`src/rtl/crc_if.sv`:
```
// -----------------------------------------------------------------------------
// crc_if -- data/enable/result bundle for the CRC-16 accumulator.
//   iData  [31:0]  word to fold (master -> slave)
//   iCrcEn         fold enable  (master -> slave)
//   oCrc   [15:0]  running CRC  (slave -> master)
// -----------------------------------------------------------------------------
interface crc_if;
    logic [31:0] iData;
    logic        iCrcEn;
    logic [15:0] oCrc;

    modport master (output iData, output iCrcEn, input  oCrc);
    modport slave  (input  iData, input  iCrcEn, output oCrc);
endinterface

```
`src/rtl/crc.sv`:
```
// -----------------------------------------------------------------------------
// crc -- registered CRC-16/XMODEM accumulator (poly 0x1021, init 0x0000,
// MSB-first, no reflection, no final XOR). Folds one 32-bit word per enabled
// clock. There is no clear input; only reset restarts the checksum.
//   iClk          system clock, rising edge
//   iRst_n        asynchronous active-low reset, clears the CRC to 0x0000
//   bus.iData     word to fold, sampled only when bus.iCrcEn = 1
//   bus.iCrcEn    1 = fold on this edge, 0 = hold
//   bus.oCrc      CRC register (direct register output)
// -----------------------------------------------------------------------------
module crc (
    input  logic  iClk,
    input  logic  iRst_n,
    crc_if.slave  bus
);

    localparam logic [15:0] POLY = 16'h1021;

    logic [15:0] crc_q;
    logic [15:0] crc_d;

    // With MSB-first shifting, the current CRC is equivalent to XORing it into
    // the first 16 message bits and starting from zero. The fold is then the
    // remainder of (msg * x^16) mod P, computed as an unrolled long division;
    // synthesis flattens it into a pure XOR matrix.
    function automatic logic [15:0] fold(input logic [15:0] c, input logic [31:0] d);
        logic [47:0] r;
        r = {d ^ {c, 16'h0000}, 16'h0000};
        for (int i = 47; i >= 16; i--) begin
            if (r[i])
                r[i -: 17] = r[i -: 17] ^ {1'b1, POLY};
        end
        return r[15:0];
    endfunction

    // The mux selects crc_q when disabled, so iData never reaches the register.
    always_comb begin
        crc_d = crc_q;
        if (bus.iCrcEn)
            crc_d = fold(crc_q, bus.iData);
    end

    always_ff @(posedge iClk or negedge iRst_n) begin
        if (!iRst_n)
            crc_q <= 16'h0000;
        else
            crc_q <= crc_d;
    end

    assign bus.oCrc = crc_q;

endmodule

```
`src/flat_wrapper.sv`:
```
// flat-port wrapper written by rule: the top's interface ports become plain ports
module crc_flat 
  (iClk, iRst_n, bus_iData, bus_iCrcEn, bus_oCrc);
  crc_if bus_i ();
  input  logic iClk;
  input  logic iRst_n;
  input wire logic [$bits(bus_i.iData)-1:0] bus_iData;
  input wire logic [$bits(bus_i.iCrcEn)-1:0] bus_iCrcEn;
  output wire logic [$bits(bus_i.oCrc)-1:0] bus_oCrc;
  assign bus_i.iData = bus_iData;
  assign bus_i.iCrcEn = bus_iCrcEn;
  assign bus_oCrc = bus_i.oCrc;
  crc u_core (.iClk(iClk), .iRst_n(iRst_n), .bus(bus_i));
endmodule
```
`config.mk`:
```
export PLATFORM = sky130hd
export DESIGN_NAME = crc_flat
export DESIGN_NICKNAME = d
export VERILOG_FILES = /design/src/rtl/crc_if.sv /design/src/rtl/crc.sv /design/src/flat_wrapper.sv
export SDC_FILE = /design/constraint.sdc
export NUM_CORES = 1
export LEC_CHECK = 0
export CAP_MARGIN = 25
export CORE_MARGIN = 5
export CORE_UTILIZATION = 60
export DETAILED_ROUTE_END_ITERATION = 7
export DONT_BUFFER_PORTS = 1
export GPL_TIMING_DRIVEN = 0
export MAX_ROUTING_LAYER = met4
export PLACE_DENSITY = 0.86
export SLEW_MARGIN = 20
export SYNTH_ARGS = -nofsm -noshare
export SYNTH_HDL_FRONTEND = slang
export SYNTH_SLANG_ARGS = --single-unit
export TNS_END_PERCENT = 100
```
`constraint.sdc`:
```
create_clock -name iClk -period 4.6 [get_ports iClk]
set_input_delay 0.92 -clock iClk [delete_from_list [all_inputs] [get_ports iClk]]
set_output_delay 0.92 -clock iClk [all_outputs]
set_load 0.005 [all_outputs]
```
## Word level (Yosys, flattened, before mapping)

Cells that the tools add are included.

| word-level totals | value |
|---|---|
| word-level logic and storage cells | 97 |
| memories kept | 0 |
| input port bits | 35 |
| latch bits | 0 |
| memory bits (writable) | 0 |
| register bits after elaboration | 16 |
| memory bits (read-only) | 0 |

| cells by class | value |
|---|---|
| $mul | 0 |
| divide/modulo/power cells | 0 |
| multiplexer cells | 63 |
| eq/ne operators | 0 |
| bitwise operators | 33 |
| add/sub/neg operators | 0 |
| $lt $le $gt $ge | 0 |
| shift-type cells | 0 |
| reductions and logical operators | 0 |

Operators with widths:

| operator | number |
|---|---|
| two-way mux 16 bit | 31 |
| two-way mux 13 bit | 32 |
| NOT 3 bit | 32 |
| XOR 32 bit | 1 |

## Logic depth before layout (Yosys ltp)

| depth | value |
|---|---|
| depth after elaboration | 96 |
| depth in mapped cells | 7 |

## Least setup slack after synthesis

No wires, ideal clock.

| timing | value |
|---|---|
| kind | input to register |
| start point | in bus_iData[30] |
| end point | reg u_core.crc_q[8], in the netlist u_core.bus.oCrc[8] |
| path buffers | 0 |
| data required time | 4.475 ns |
| cell stages on the path | 7 |
| arrival time | 3.006 ns |
| path slack | 1.469 ns |
| cells stage by stage | xnor2_4 > xor3_2 > xnor3_1 > xnor2_1 > xnor3_1 > xnor2_1 > mux2_2 |

| between the ends | value |
|---|---|
| longest elaborated chain between the ends | 60 |
| elaborated cells on any way between the ends | 73 |

Ends and longest elaborated chain:

| element | line | RTL |
|---|---|---|
| start: declaration | flat_wrapper.sv:7 | `input wire logic [$bits(bus_i.iData)-1:0] bus_iData;` |
| XOR 32 bit * | crc.sv:28 | `r = {d ^ {c, 16'h0000}, 16'h0000};` |
| two-way mux 16 bit * | crc.sv:39 | `if (bus.iCrcEn)` |
| two-way mux 13 bit * | crc.sv:30 | `if (r[i])` |
| two-way mux 16 bit * | crc.sv:39 |  |
| two-way mux 13 bit | crc.sv:30 |  |
| two-way mux 16 bit * | crc.sv:39 |  |
| two-way mux 13 bit | crc.sv:30 |  |
| two-way mux 16 bit * | crc.sv:39 |  |
| (+44 left out) | n/a |  |
| NOT 3 bit (no source line) or two-way mux 16 bit (tied branches) | n/a |  |
| two-way mux 13 bit * | crc.sv:30 |  |
| two-way mux 16 bit * | crc.sv:39 |  |
| two-way mux 13 bit * | crc.sv:30 |  |
| two-way mux 16 bit * | crc.sv:39 |  |
| two-way mux 13 bit * | crc.sv:30 |  |
| two-way mux 16 bit * | crc.sv:39 |  |
| two-way mux 13 bit * | crc.sv:30 |  |
| end signal: assignment | crc.sv:47 | `crc_q <= crc_d;` |
| end: declaration | crc.sv:19 | `logic [15:0] crc_q;` |

Mark *: on every way between the ends. The rest lies on a longest branch, timed or not. The select of a mux whose other input is x is not followed.
A chain may end at the register's enable or synchronous reset.

## Final worst setup path

Same ends and word-level chain as after synthesis.

==> metrics.txt <==
setup repair after global routing missed its margin false; cell depth of the worst flop-to-flop path 7; sum of met2 wire segment lengths after detailed routing 1757 um; max-cap viol count 0; number of distinct library cell variants in the gate-level netlist after synthesis 17; Tightest Hold Check Type primary input to async pin; count of antenna-violating nets left after detailed routing 0; slack of the worst reg-to-reg path about 1600 ps; Pre-antenna DRT Iters 4; number of buffers added for setup after CTS 0; number of port buffers 0; Post-synth EDFFs 0; final-layout fill cell count roughly 210; critical path launch point type primary input; worst flop-to-flop path endpoint u_core.bus.oCrc[8]; met1 WL roughly 1400 um; Initial Utilization 0.6261; Synth Instances 138; Achievable Freq between 300 and 400 MHz; crit path kind primary input to flop; cell area after technology mapping between 0.0015 and 0.002 mm^2; top layer reached by signal wires met4; most frequent cells in the layout 55 x sky130_fd_sc_hd__xnor2_1, 16 x sky130_fd_sc_hd__dfrtp_1, 14 x sky130_fd_sc_hd__xor2_1; flip-flop count of the largest register after layout 16; biggest area consumer among synthesized cells sky130_fd_sc_hd__xnor2_1; pre-CTS setup slack 1214 ps; count of warnings emitted by yosys 0; post-synth net total approximately 170; Post-Synthesis Mean Instance Area roughly 12 um^2; vias approximately 960; placer congestion estimate between 0.9 and 1; layout net count around 180; # clock sinks 16; Worst setup EP type flop; clock tree skew after final layout 2.555 ps; minimum clock period after layout about 3000 ps; # resized after CTS 0; CTS tree yes; detailed router's first-iteration violation count 29; share of Yosys cell area claimed by the top area cell type 0.2814; max-slew violation count 0; deepest clock path buffer count 2; run status finished, final reports clean; antenna violations before repair 0; clock-pin slew on the worst setup and hold paths 90 ps; met3 wirelength from detailed routing ~210 um; synthesis-to-finish area growth 3.582%; family with the most delay on the worst path XOR/XNOR gates; sequential fraction of the synthesis area 0.2339; arrival time at the worst endpoint 3270 ps; num rows 19; slowest cell on the critical path sky130_fd_sc_hd__xnor3_1; half-perimeter wire length of the detailed placement result between 2000 and 3000 um; later-pin clock latency in the skew report around 300 ps; I/O pin count 51; Crit Path Max Fanout 6; Primary FF master, synth sky130_fd_sc_hd__dfrtp_1; part of the cycle the worst path needs 0.6683; die boundary width 63.41 um; normalized max-slew margin 0.6208; via count of the first global-routing pass 1,163; critical path required time around 4800 ps; final hold vios 0; Root Buffer sky130_fd_sc_hd__clkbuf_4; critical path buffer and inverter count 0; flip-flop and latch count after synthesis 16; first-pass GRT wire length about 5900 um; largest net degree at the start of global routing 17; overall routed net length ~3400 um; source of the worst register-to-register timing path u_core.bus.oCrc[14]; die height between 60 and 70 um; Worst Max-Slew Pin Slew 568.8 ps; number of H-tree branching levels 1; total congestion overflow 0; via-per-instance ratio around 5.6; number of CTS-inserted buffers 3; aggregate negative setup slack 0 ps; Antenna Cells 0; die outline area 0.004021 mm^2; count of placed standard cells in the final layout, fillers left out 172; Floorplan Core Area between 0.002 and 0.003 mm^2; worst path setup slack after routing roughly 1500 ps; worst stage delay on the critical path about 550 ps; DRC viols 0; average routed wire per standard cell 19.76 um; cells traversed along the worst timing path xnor2_4, xnor3_1, xnor2_2, xnor2_1, xnor3_1, xnor2_1, mux2_2; main area contributors after synthesis sky130_fd_sc_hd__xnor2_1 28%, sky130_fd_sc_hd__dfrtp_1 23%, sky130_fd_sc_hd__xnor3_1 16%; final number of setup-violating endpoints 0; CTS Hold Buffers Added 0; commonest non-fill, non-tap cell in the layout sky130_fd_sc_hd__xnor2_1; post-synthesis async set-or-reset flop share 1.000; count of placed standard cells including taps about 170; fraction of layout cells with a size suffix above 1 0.1206; All-Layer GR Usage 0.1939
cell type report:
class	count	area, um^2	area share
plain buffers	3	11.26	0.006351
clock buffers	3	22.52	0.01270
inverters	2	7.507	0.004234
multi-input cells	117	1292	0.7290
flip-flops and latches	16	400.4	0.2258
well taps	31	38.79	0.02188
metrics by stage:
| stage | hold slack (ps) | utilization | cell area (um^2) |
|---|---|---|---|
| 2_1_floorplan | 542.8 | - | 1712 |
| 3_3_place_gp | 572.6 | 0.6403 | 1750 |
| 3_5_place_dp | 577.6 | 0.6403 | 1750 |
| 4_1_cts | 290.2 | 0.6485 | 1773 |
| 5_1_grt | 279.7 | 0.6485 | 1773 |
| 6_report | 303.5 | 0.6485 | 1773 |
worst register-to-register path, delay by kind of cell, from the launching register on:
family,cells,cell delay (ps)
XOR/XNOR,6,2170
flip-flops,1,470
multiplexers,1,260
cells by family (layout without fill, tap and decap cells):
kind of cell	Yosys count	after routing	share of synthesized area
AO/OA/AOI/OAI	8	8	0.02339
buffers and inverters	5	8	0.01097
AND/OR/NAND/NOR	8	8	0.01754
XOR/XNOR	93	93	0.6630
multiplexers	8	8	0.05117
flip-flops	16	16	0.2339
routing by layer:
layer | vias up | GRT usage
met3 | 7 | 0.03552
met4 | 0 | 0.08571
li1 | 455 | -
met1 | 462 | 0.2245
met2 | 39 | 0.3261
met5 | - | -
cell usage after synthesis, types with 4 or more instances:
| master | number |
|---|---|
| sky130_fd_sc_hd__xnor2_1 | 55 |
| sky130_fd_sc_hd__mux2_2 | 6 |
| sky130_fd_sc_hd__a21oi_1 | 8 |
| sky130_fd_sc_hd__xor2_1 | 14 |
| sky130_fd_sc_hd__nor2_1 | 8 |
| sky130_fd_sc_hd__xor3_1 | 4 |
| sky130_fd_sc_hd__xnor3_1 | 12 |
| sky130_fd_sc_hd__dfrtp_1 | 16 |
how the worst max path moves through the flow:
stage	from	depth (start not counted)	slack [ps]	end
floorplan	bus_iData[30]	7	1470	u_core.bus.oCrc[8]
global placement	bus_iData[30]	7	1270	u_core.bus.oCrc[8]
detailed placement	bus_iData[30]	7	1210	u_core.bus.oCrc[8]
CTS	bus_iData[30]	7	1530	u_core.bus.oCrc[8]
global route	bus_iData[30]	7	1420	u_core.bus.oCrc[8]
finish	bus_iData[30]	7	1530	u_core.bus.oCrc[8]
Power is not shown: default switching activity piles up to over one toggle a cycle in this logic, so the estimate is an artifact.
